### config.mk
export PLATFORM = sky130hd
export DESIGN_NAME = cic_decimator_flat
export DESIGN_NICKNAME = d
export VERILOG_FILES = /design/src/rtl/cic_dec_pkg.sv /design/src/rtl/cic_decimator_if.sv /design/src/rtl/cic_dec_comb.sv /design/src/rtl/cic_decimator.sv /design/src/flat_wrapper.sv
export SDC_FILE = /design/constraint.sdc
export NUM_CORES = 1
export LEC_CHECK = 0
export CELL_PAD_IN_SITES_DETAIL_PLACEMENT = 1
export CELL_PAD_IN_SITES_GLOBAL_PLACEMENT = 1
export CORE_MARGIN = 2
export CORE_UTILIZATION = 51
export DETAILED_ROUTE_END_ITERATION = 16
export GPL_TIMING_DRIVEN = 0
export HOLD_SLACK_MARGIN = 0.12
export MAX_ROUTING_LAYER = met4
export PLACE_DENSITY_LB_ADDON = 0.1
export SLEW_MARGIN = 20
export SYNTH_ARGS = -nofsm -noshare
export SYNTH_HDL_FRONTEND = slang
export SYNTH_HIERARCHICAL = 1
export SYNTH_SLANG_ARGS = --single-unit
### constraint.sdc
create_clock -name clk -period 6.38 [get_ports clk]
set_input_delay 1.914 -clock clk [delete_from_list [all_inputs] [get_ports clk]]
set_output_delay 1.914 -clock clk [all_outputs]
set_load 0.05 [all_outputs]
### src/rtl/cic_dec_pkg.sv
// Shared constants and helpers for the CIC decimation filter.
//   cic_acc_w()   : accumulator width IN_W + N*R_LOG2 (bit growth R^N)
//   CIC_DEF_*     : default configuration (2-bit input, 16-bit output,
//                   4 stages, decimation ratio 64)
package cic_dec_pkg;

    localparam int unsigned CIC_DEF_IN_W   = 2;
    localparam int unsigned CIC_DEF_OUT_W  = 16;
    localparam int unsigned CIC_DEF_N      = 4;
    localparam int unsigned CIC_DEF_R_LOG2 = 6;

    function automatic int unsigned cic_acc_w(input int unsigned in_w,
                                              input int unsigned n,
                                              input int unsigned r_log2);
        return in_w + n * r_log2;
    endfunction

endpackage

### src/rtl/cic_decimator_if.sv
// Sample-stream bundle of the CIC decimator.
//   clk_enable : input-rate strobe, one sample consumed per high cycle
//   filter_in  : signed modulator sample (IN_W bits)
//   filter_out : signed decimated sample (OUT_W bits), held between updates
//   ce_out     : one-cycle pulse marking a new filter_out
// master = upstream side (modulator/driver), slave = the decimator.
interface cic_decimator_if #(
    parameter int unsigned IN_W  = 2,
    parameter int unsigned OUT_W = 16
);
    logic                    clk_enable;
    logic signed [IN_W-1:0]  filter_in;
    logic signed [OUT_W-1:0] filter_out;
    logic                    ce_out;

    modport master (
        output clk_enable,
        output filter_in,
        input  filter_out,
        input  ce_out
    );

    modport slave (
        input  clk_enable,
        input  filter_in,
        output filter_out,
        output ce_out
    );
endinterface

### src/rtl/cic_dec_comb.sv
// Single CIC comb stage: y <= x - x_delayed, with a one-sample delay,
// both registers advancing only on the decimated-rate enable.
//   clk, reset : clock, asynchronous active-high reset
//   en         : decimation strobe
//   comb_in    : stage input (W bits, signed, wraps)
//   comb_out   : registered stage output
module cic_dec_comb #(
    parameter int unsigned W = 26
) (
    input  logic                clk,
    input  logic                reset,
    input  logic                en,
    input  logic signed [W-1:0] comb_in,
    output logic signed [W-1:0] comb_out
);
    logic signed [W-1:0] c_q, c_d;
    logic signed [W-1:0] dly_q, dly_d;

    always_comb begin
        c_d   = c_q;
        dly_d = dly_q;
        if (en) begin
            c_d   = comb_in - dly_q;
            dly_d = comb_in;
        end
    end

    always_ff @(posedge clk or posedge reset) begin
        if (reset) begin
            c_q   <= '0;
            dly_q <= '0;
        end else begin
            c_q   <= c_d;
            dly_q <= dly_d;
        end
    end

    assign comb_out = c_q;
endmodule

### src/rtl/cic_decimator.sv
// N-stage CIC decimator: sigma-delta bitstream in, 16-bit PCM out at 1/R rate.
//   clk   : single clock, rising edge
//   reset : asynchronous active-high reset
//   bus   : cic_decimator_if.slave (clk_enable, filter_in, filter_out, ce_out)
// Optional build macro CIC_DECIMATOR_ROUND_EN: round-half-up the final
// scaling instead of truncating; latency is identical in both builds.
module cic_decimator
    import cic_dec_pkg::*;
#(
    parameter int unsigned IN_W   = CIC_DEF_IN_W,
    parameter int unsigned OUT_W  = CIC_DEF_OUT_W,
    parameter int unsigned N      = CIC_DEF_N,
    parameter int unsigned R_LOG2 = CIC_DEF_R_LOG2
) (
    input  logic            clk,
    input  logic            reset,
    cic_decimator_if.slave  bus
);
    localparam int unsigned ACC_W = cic_acc_w(IN_W, N, R_LOG2);
    localparam int unsigned SHIFT = ACC_W - OUT_W;

    typedef logic signed [ACC_W-1:0] acc_t;

    acc_t                    integ_q [N];
    acc_t                    integ_d [N];
    acc_t                    in_ext;
    logic [R_LOG2-1:0]       cnt_q, cnt_d;
    logic                    dec;
    acc_t                    comb_x [N+1];
    logic signed [OUT_W-1:0] scaled;
    logic signed [OUT_W-1:0] filter_out_q, filter_out_d;
    logic                    ce_out_q, ce_out_d;

    assign in_ext = {{(ACC_W - IN_W){bus.filter_in[IN_W-1]}}, bus.filter_in};

    // Integrators feed from the previous stage's register, so the chain is
    // pipelined one sample per stage; modular wrap is cancelled by the combs.
    always_comb begin
        for (int unsigned k = 0; k < N; k++) begin
            integ_d[k] = integ_q[k];
        end
        if (bus.clk_enable) begin
            integ_d[0] = integ_q[0] + in_ext;
            for (int unsigned k = 1; k < N; k++) begin
                integ_d[k] = integ_q[k] + integ_q[k-1];
            end
        end
    end

    assign dec   = bus.clk_enable && (cnt_q == '1);
    assign cnt_d = bus.clk_enable ? cnt_q + R_LOG2'(1) : cnt_q;

    assign comb_x[0] = integ_q[N-1];

    for (genvar k = 0; k < N; k++) begin : g_comb
        cic_dec_comb #(
            .W (ACC_W)
        ) u_comb (
            .clk      (clk),
            .reset    (reset),
            .en       (dec),
            .comb_in  (comb_x[k]),
            .comb_out (comb_x[k+1])
        );
    end

`ifdef CIC_DECIMATOR_ROUND_EN
    // One guard bit keeps the rounding offset from wrapping near full scale.
    localparam logic signed [ACC_W:0] HALF = (ACC_W + 1)'(1) << (SHIFT - 1);
    logic signed [ACC_W:0] rnd_sum, rnd_shr;

    always_comb begin
        rnd_sum = {comb_x[N][ACC_W-1], comb_x[N]} + HALF;
        rnd_shr = rnd_sum >>> SHIFT;
    end

    assign scaled = OUT_W'(rnd_shr);
`else
    acc_t trunc_shr;

    assign trunc_shr = comb_x[N] >>> SHIFT;
    assign scaled    = OUT_W'(trunc_shr);
`endif

    always_comb begin
        filter_out_d = dec ? scaled : filter_out_q;
        ce_out_d     = dec;
    end

    always_ff @(posedge clk or posedge reset) begin
        if (reset) begin
            for (int unsigned k = 0; k < N; k++) begin
                integ_q[k] <= '0;
            end
            cnt_q        <= '0;
            filter_out_q <= '0;
            ce_out_q     <= 1'b0;
        end else begin
            for (int unsigned k = 0; k < N; k++) begin
                integ_q[k] <= integ_d[k];
            end
            cnt_q        <= cnt_d;
            filter_out_q <= filter_out_d;
            ce_out_q     <= ce_out_d;
        end
    end

    assign bus.filter_out = filter_out_q;
    assign bus.ce_out     = ce_out_q;
endmodule

### src/flat_wrapper.sv
// flat-port wrapper written by rule: the top's interface ports become plain ports
module cic_decimator_flat import cic_dec_pkg::*;
#(
    parameter int unsigned IN_W   = CIC_DEF_IN_W,
    parameter int unsigned OUT_W  = CIC_DEF_OUT_W,
    parameter int unsigned N      = CIC_DEF_N,
    parameter int unsigned R_LOG2 = CIC_DEF_R_LOG2
)
  (clk, reset, bus_clk_enable, bus_filter_in, bus_filter_out, bus_ce_out);
  cic_decimator_if #(.IN_W(IN_W), .OUT_W(OUT_W)) bus_i ();
  input  logic clk;
  input  logic reset;
  input wire logic [$bits(bus_i.clk_enable)-1:0] bus_clk_enable;
  input wire logic [$bits(bus_i.filter_in)-1:0] bus_filter_in;
  output wire logic [$bits(bus_i.filter_out)-1:0] bus_filter_out;
  output wire logic [$bits(bus_i.ce_out)-1:0] bus_ce_out;
  assign bus_i.clk_enable = bus_clk_enable;
  assign bus_i.filter_in = bus_filter_in;
  assign bus_filter_out = bus_i.filter_out;
  assign bus_ce_out = bus_i.ce_out;
  cic_decimator #(.IN_W(IN_W), .OUT_W(OUT_W), .N(N), .R_LOG2(R_LOG2)) u_core (.clk(clk), .reset(reset), .bus(bus_i));
endmodule
# == Word-level counts from Yosys, hierarchy flattened ==
# Cells that the tools add are included.
# totals
reg_bits,335
out_inout_bits,17
word_cells,26
# op_classes
n_addsub,9
eq_ne,1
reduce_logical,1
# op_table
op,n
26-bit subtractor,4
26-bit adder,3
26-bit by 2-bit adder with 26-bit output,1
"6-bit by 1-bit adder with 6-bit output, second input constant",1
"6-bit == test, second input constant",1
1-bit logical AND,1

# == Logic depth before layout (Yosys ltp) ==
# logic_depth
word_depth,2
depth_mapped,12
mapped_depth_nobuf,12

# == Hierarchy ==
# The synthesis kept the hierarchy.
# by_module_without_submodules
mod,instances,cells_per_inst,area_per_inst_um2
cic_dec_comb,4,375,3314.4
cic_decimator,1,976,9561.7

# == Worst setup path before layout ==
# OpenSTA, ideal clock, no wires.
# synth_path
path_type,input -> register
from,in bus_clk_enable
to,reg u_core.g_comb[0].u_comb.c_q[10]
setup_ns,0.125
t_arrival_ns,4.316
required_ns,6.255
path_slack_ns,1.939
path_stages,7
path_cell_list,clkbuf_1 > nand4_1 > nor2_1 > clkbuf_1 > clkbuf_1 > buf_1 > mux2_2
# synth_between
elab_chain_cells,1
# synth_rtl
item,line,rtl
from (decl),flat_wrapper.sv:13,input wire logic [$bits(bus_i.clk_enable)-1:0] bus_clk_enable;
1-bit logical AND,cic_decimator.sv:50,assign dec = bus.clk_enable && (cnt_q == '1);
named net u_core.ce_out_d,cic_decimator.sv:32,"logic ce_out_q, ce_out_d;"
to (signal assigned),cic_dec_comb.sv:30,c_q <= '0;
to (signal assigned),cic_dec_comb.sv:33,c_q <= c_d;
to (decl),cic_dec_comb.sv:16,"logic signed [W-1:0] c_q, c_d;"
# The timed path passes the listed nets, and every way through them passes these cells.
# A chain may end at the register's enable or synchronous reset.

# == Worst setup path in the final report ==
# layout_path
from,in bus_filter_in[1]
to,reg u_core/integ_q[102] in the netlist's numbering
# layout_between
elab_chain_cells,1
# layout_rtl
item,line,rtl
from (decl),flat_wrapper.sv:14,input wire logic [$bits(bus_i.filter_in)-1:0] bus_filter_in;
26-bit by 2-bit adder with 26-bit output,cic_decimator.sv:43,integ_d[0] = integ_q[0] + in_ext;
"to (signal, indexed assignment)",cic_decimator.sv:100,integ_q[k] <= integ_d[k];
to (decl),cic_decimator.sv:24,acc_t integ_q [N];
# Every way passes these cells.

==> flow_metrics.py <==
metrics = {
    "route": {
        "routed_wl_um": 61950,
        "drtAntennaViolNets": 0,
        "num_vias": 18500,
        "wl_met1_um": 27200,
        "top_layer": "met4",
        "met3WireLength_um": 1889,
        "drc": 0,
        "dr_wl_met2_um": 31040,
        "drtIter0Drc": 977,
        "wl_per_cell_um": 19.91,
        "via_per_inst": 5.947,
        "first_pass_iters": 5,
    },
    "power_and_ir_drop": {
        "clkPwrFrac_pct": 18.4,
        "seqPwrFrac_pct": 26.0,
        "power.switching_mw": 5.437,
        "leakagePower_nw": 11.48,
        "powerDensity_nw_per_um2": 509.6,
        "intPower_mw": 7.157,
        "combPwrFrac_pct": 55.6,
        "switching_share_pct": 43.17,
        "vdd_drop_max_uv": 354.6,
    },
    "layout": {
        "area_growth_syn_to_layout_pct": 10.74,
        "nNetsFinal": 2712,
        "nFillCells": 4984,
        "layout.cells.non_filler": 3111,
        "antenna_cells": 0,
        "final_layout_size_suffix_gt1_share_pct": 11.48,
    },
    "clocking": {
        "clkSinkCount": 325,
        "post_cts_buffers": 0,
        "cts_buffers": 41,
        "clockBufferDepth": 3,
        "clk_latency_ps": 570,
        "clkTransAtPathRegs_ps": 60,
        "ctsResizeCount": 0,
        "cts_tree": "built",
        "root_buffer": "clkbuf_16",
        "htree_levels": 2,
        "cts_hold_buffers": 0,
    },
    "worst_setup_path": {
        "cp_data_arrival_time_ps": 5080,
        "cp-end-kind": "flip-flop",
        "worstPathRequired_ps": 6830,
        "critical_path_class": "in -> reg",
        "crit_path_start_kind": "input pin",
        "cp_max_fo": 25,
    },
    "sta": {
        "post-route-period-util_pct": 72.63,
        "fin_tns_setup_ps": 0,
        "period_needed_ps": 4634,
        "slew_headroom_pct": 42.54,
        "fmax_mhz": 215.8,
        "setup_viol": 0,
        "rsz0062_at_grt": "false",
        "maxSlewViolCount": 0,
        "fin_worst_skew_ps": 23.65,
        "finalHoldViolations": 0,
        "tightest_slew_ps": 861.9,
    },
    "place": {
        "port_buffers": 20,
        "dp_hpwl_um": 46320,
        "dp_cells": 3040,
        "globalplace.congestion": 0.8730,
    },
    "synthesis": {
        "yosys_warnings": 6,
        "syn_area_um2": 22320,
        "synth_cells": 2429,
        "synth_nets": 2643,
        "postSynthAreaPerCell_um2": 9.189,
    },
    "die": {
        "dieArea_um2": 45450,
        "initial_core_util_pct": 51.70,
        "die_h_um": 213.2,
        "fp-row-count": 76,
        "io_pins": 22,
        "coreArea_um2": 43170,
        "dieWidth_um": 213.2,
    },
    "run": {
        "cap_violations": 0,
    },
    "status": {
        "status": "finished clean",
    },
    "grt": {
        "grt_overflow_total": 0,
        "grt_start_max_net_pins": 101,
        "grtUsageTotal_pct": 28.84,
        "grt_pass1_vias": 19650,
        "antenna_found_initial": 0,
        "grt_pass1_wl_um": 102100,
    },
    "min_path": {
        "hp-class": "reg -> reg",
    },
}
==> worst paths after layout <==
check,start,to,slack (ps),cells after the start
max,bus_filter_in[1],u_core/integ_q[102]$_DFFE_PP0P_,1750,12
min,u_core/cnt_q[5]$_DFFE_PP0P_,u_core/cnt_q[5]$_DFFE_PP0P_,470,1
max reg2reg,u_core/cnt_q[0]$_DFFE_PP0P_,u_core/g_comb[2].u_comb/comb_out[10]$_DFFE_PP0P_,2980,8
min reg2reg,u_core/cnt_q[5]$_DFFE_PP0P_,u_core/cnt_q[5]$_DFFE_PP0P_,470,1
max in group asynchronous,reset,u_core/integ_q[61]$_DFFE_PP0P_,3510,3
min in group asynchronous,reset,u_core/bus.ce_out$_DFF_PP0_,2040,2
==> power by group through the flow <==
stage / clock [mW] / combinational, mW / sequential (mW)
2_1_floorplan: 0 / 5.51 / 3.04
3_3_place_gp: 0 / 6.54 / 3.29
3_5_place_dp: 0 / 6.87 / 3.31
4_1_cts: 2.37 / 6.98 / 3.29
5_1_grt: 2.44 / 7.82 / 3.35
6_report: 2.31 / 7.00 / 3.28
==> placed cells by master, fill, tap and decap left out, types with 17 or more instances in the layout <==
master and instances:
dfrtp_1 325, clkdlybuf4s50_1 19, xor2_1 34, a21o_1 79, nand3_1 44, o21bai_1 25
nand4_1 33, o211ai_1 21, nor2_1 124, inv_1 159, ha_1 201, o31ai_1 34
nor2b_1 17, xnor2_1 102, nand2_1 258, o21a_1 38, a21oi_1 222, clkbuf_16 41
mux2_2 137, o21ai_0 178, clkbuf_1 52, buf_1 17, nor3_1 52
==> state kept, by name, summed over array words and instances (netlist names) <==
register	flops
u_core/g_comb.u_comb/dly_q	104
u_core/g_comb.u_comb/comb_out	94
u_core/integ_q	78
u_core/comb_x	26
u_core/bus.filter_out	16
u_core/cnt_q	6
u_core/bus.ce_out	1
==> final cells by class <==
type,instances,area [um2],area share [%]
multi-input combinational,1860,13250,53.61
clock inverter,11,108.9,0.4404
tap,585,732.0,2.961
inverter,165,626.9,2.536
clock buffer,60,1217,4.926
sequential,325,8133,32.90
buffer,79,317.8,1.286
timing repair buffer,26,330.3,1.336
==> per-stage QoR <==
stage / utilization (%) / total power, mW / setup WS, ps / area, um2 / hold slack (ps)
final: 57.25 / 12.59 / 1746 / 24720 / 473.6
after global routing: 57.25 / 13.61 / 1573 / 24720 / 488.9
after CTS: 57.26 / 12.64 / 902.8 / 24720 / 477.5
after detailed placement: 54.19 / 10.18 / 306.2 / 23390 / 465.7
after global placement: 53.86 / 9.826 / -1304 / 23250 / 458.4
after floorplan: - / 8.543 / 1082 / 22320 / 442.0
==> per-layer routing <==
| layer | vias up | GRT usage, % |
|---|---|---|
| met5 | - | - |
| met4 | 0 | 8.597 |
| met3 | 113 | 3.427 |
| met2 | 231 | 49.98 |
| met1 | 9265 | 35.35 |
| li1 | 8891 | - |
==> critical path: stages <==
cell       delay, ps
buf_2            450
inv_1            280
fa_1             520
nor2b_1          180
o2111ai_1        180
nand3_2          150
a221oi_4          90
o211a_1          260
o31ai_1          440
a41oi_2          200
xnor2_1          160
mux2_2           260
Power figures use the tool's default switching activity.
==> edit 1, RTL diff (same settings) <==
Reset style: synchronous (`reset`), changed in 2 clocked blocks. Comments in the files are not updated.
--- a/src/rtl/cic_dec_comb.sv
+++ b/src/rtl/cic_dec_comb.sv
@@ -25,7 +25,7 @@
         end
     end
 
-    always_ff @(posedge clk or posedge reset) begin
+    always_ff @(posedge clk) begin
         if (reset) begin
             c_q   <= '0;
             dly_q <= '0;
--- a/src/rtl/cic_decimator.sv
+++ b/src/rtl/cic_decimator.sv
@@ -87,7 +87,7 @@
         ce_out_d     = dec;
     end
 
-    always_ff @(posedge clk or posedge reset) begin
+    always_ff @(posedge clk) begin
         if (reset) begin
             for (int unsigned k = 0; k < N; k++) begin
                 integ_q[k] <= '0;
Function: same outputs for any inputs over 10 cycles, from zero or initial values and one cycle with reset high; that may be too few to reach the edited logic, so the function may still have changed.
==> edit 1 against the original RTL <==
Largest cell class unchanged. Register-to-register slack got worse by 1000 ps. Synthesized cell count increased by 14%. Synthesized area about the same. Design area decreased by 0.49%. Sequential cell count unchanged. Clock skew decreased by 3.6 ps. Highest routed layer unchanged. Maximum frequency decreased by 17%. Die area about the same. Routed wire length increased by 14%. Setup slack got worse by 920 ps.
Power is not compared: it rests on default switching activity, and its combinational part moved more than twofold at a synthesized area within 25%.
==> edit 1: results (changes against the original RTL) <==
met3 usage - 4.015% (+0.59 points)
CP max stage cell - clkbuf_1
GR met2 Demand/Resource - 54.99% (+5.0 points)
status - complete, no violations
largest net degree at the start of global routing - 27 (-73%)
FF+latch area - 6506 um^2 (-20%)
Vias - 20850 (+13%)
vias in the first global route - 21550 (+9.7%)
DRT Wirelength - 70340 um (+14%)
Die ar. - 45490 um^2 (about the same)
Non-clock buffers, area share - 2.767% (+0.15 points)
hpwl dp - 54030 um (+17%)
ant diodes - 0 (unchanged)
setup ws final - 821.6 ps (-924.4 ps)
Non-clk bufs - 131 (+25%)
number of non-clock inverters in the layout - 162 (-1.8%)
Mapped Nets - 2980 (+13%)
root buf cell - clkbuf_16
first-pass GRT wire length - 111500 um (+9.3%)
Fin Hold WS - 456.0 ps (-17.55 ps)
Seq cells - 325 (unchanged)
Met2 Routed Length - 34490 um (+11%)
FILL cells - 5372 (+7.8%)
dpl ws - 288.0 ps (-18.21 ps)
multi-input logic cell count - 2167 (+17%)
share of cells above drive strength 1 - 5.044% (-6.4 points)
dpl cell area - 23260 um^2 (-0.59%)
mean routed wirelength per cell - 20.45 um (+2.7%)
max_slew headroom - 31.83% (-11 points)
Placer Congestion - 0.9222 (+5.6%)
met3 routed WL - 2770 um (+47%)
crit path DAT - 6000 ps (+920 ps)
critical path peak fanout - 13 (-48%)
YS warnings - 6 (unchanged)
final instance area - 24600 um^2 (-0.49%)
Tot Pwr - 0.005666 W
Total GRT Usage - 31.77% (+2.9 points)
flop2flop setup slack - 1980 ps (-1000 ps)
worst-case clock skew - 20.00 ps (-3.649 ps)
Clock Latency Late Sink - 570 ps (about the same)
placed insts - 3370 (+11%)
Multi-input gate area - 14730 um^2 (+11%)
initial DRC count - 1138 (+16%)
Num CTS Buffers - 40 (-2.4%)
Crit path largest cell delay - 720 ps (+200 ps)
met1 Use GR - 37.32% (+2.0 points)
clock-cell share of area - 5.448% (+0.082 points)
CLK BUF - 55 (-8.3%)
syn_area_per_cell - 8.076 um^2 (-12%)
port buffer count - 19 (-5.0%)
Max clock buf depth - 3 (unchanged)
==> edit 1: critical path: cells and delay by family <==
kind / cells / cell delay, ps
buffers and inverters: 6 / 3020
muxes: 1 / 290
and+or+nand+nor: 3 / 740
==> edit 1: worst paths after layout <==
check                           depth (start not counted)                                                to                                               from
worst max register to register                         10  u_core/g_comb[0].u_comb/comb_out[3]$_SDFFE_PP0P_                       u_core/cnt_q[0]$_SDFFE_PP0P_
worst min-delay path                                    2             u_core/bus.filter_out[5]$_SDFFE_PP0P_  u_core/g_comb[3].u_comb/comb_out[15]$_SDFFE_PP0P_
worst min register to register                          2             u_core/bus.filter_out[5]$_SDFFE_PP0P_  u_core/g_comb[3].u_comb/comb_out[15]$_SDFFE_PP0P_
worst max-delay path                                   10  u_core/g_comb[0].u_comb/comb_out[3]$_SDFFE_PP0P_                                     bus_clk_enable
==> edit 2, RTL diff (same flow settings) <==
Without the edit above. `CIC_DEF_R_LOG2`: 6 -> 7.
--- a/src/rtl/cic_dec_pkg.sv
+++ b/src/rtl/cic_dec_pkg.sv
@@ -7,7 +7,7 @@
     localparam int unsigned CIC_DEF_IN_W   = 2;
     localparam int unsigned CIC_DEF_OUT_W  = 16;
     localparam int unsigned CIC_DEF_N      = 4;
-    localparam int unsigned CIC_DEF_R_LOG2 = 6;
+    localparam int unsigned CIC_DEF_R_LOG2 = 7;
 
     function automatic int unsigned cic_acc_w(input int unsigned in_w,
                                               input int unsigned n,
Behaviour: no difference found for any inputs over 10 cycles, from zero or initial values and one cycle with reset high; that may be too few to reach the edited logic, so the function may still have changed.
==> edit 2 against the original RTL <==
Register-to-register slack lost 960 ps. Setup slack lost 990 ps. Critical path type unchanged. Synthesized area increased by 15%. Design area up 15%. Sequential cell count is 45 higher. Total power increased by 3.1%. Routed wire length grew 16%. Utilization fell by 0.27 points.
==> edit 2: results (changes against the original RTL) <==
Total GRT Usage - 28.59% (-0.25 points)
flop2flop setup slack - 2020 ps (-960 ps)
CP startpoint - bus_clk_enable
Clock Latency Late Sink - 600 ps (+30 ps)
leak pwr - 13.61 nW (+19%)
Slew @ Worst Pin - 1141 ps (+278.7 ps)
met1 Use GR - 33.65% (-1.7 points)
first-pass GRT wire length - 118100 um (+16%)
met3 routed WL - 1876 um (-0.69%)
largest net degree at the start of global routing - 83 (-18%)
Comb. pwr - 0.00683 W (-2%)
Mapped Nets - 2972 (+12%)
clock share of power - 21.5% (+3.1 points)
dpl cell area - 26820 um^2 (+15%)
Met2 Routed Length - 37420 um (+21%)
Vias - 20860 (+13%)
met3 usage - 3.200% (-0.23 points)
max reg flops - 120 (+15%)
FILL cells - 5718 (+15%)
hpwl dp - 53930 um (+16%)
initial DRC count - 1054 (+7.9%)
share of cells above drive strength 1 - 11.68% (+0.20 points)
vias in the first global route - 22580 (+15%)
Int Pwr - 0.007640 W (+6.7%)
worst-case clock skew - 22.22 ps (-1.434 ps)
CP top delay family - buffers and inverters
peak supply drop - 425.8 uV (+20%)
dpl ws - 194.6 ps (-111.7 ps)
Num CTS Buffers - 45 (+9.8%)
status - complete, no violations
reg-to-reg critical path endpoint - u_core/g_comb[0].u_comb/comb_out[6]$_DFFE_PP0P_
critical path peak fanout - 14 (-44%)
mean routed wirelength per cell - 20.51 um (+3.0%)
==> edit 2: cell types whose count changed in the layout (fill, tap and decap cells not counted), sizes merged, moves of 29 or more <==
cell	delta
dfrtp	+45
ha	+32
inv	+29
mux2	+51
nor3	-32
o21ai	+57
o31ai	-31
xor2	+48
==> edit 2: cell type report <==
cell class                 instances  area, um^2  share of cell area (%)
antenna                            1       2.502                0.008807
multi-input combinational       2076       15320                   53.93
clock inverter                    19       320.3                   1.127
inverter                         191       732.0                   2.576
clock buffer                      63        1274                   4.483
tap                              672       840.8                   2.959
sequential                       370        9259                   32.58
timing repair buffer              26       327.8                   1.154
buffer                            89       334.1                   1.176
==> edit 2: per-stage QoR <==
stage | std cells | hold slack, ps
floorplan | 2726 | 433.6
global placement | 3419 | 446.0
detailed placement | 3424 | 458.0
CTS | 3506 | 469.8
global route | 3506 | 477.7
finish | 3507 | 470.4
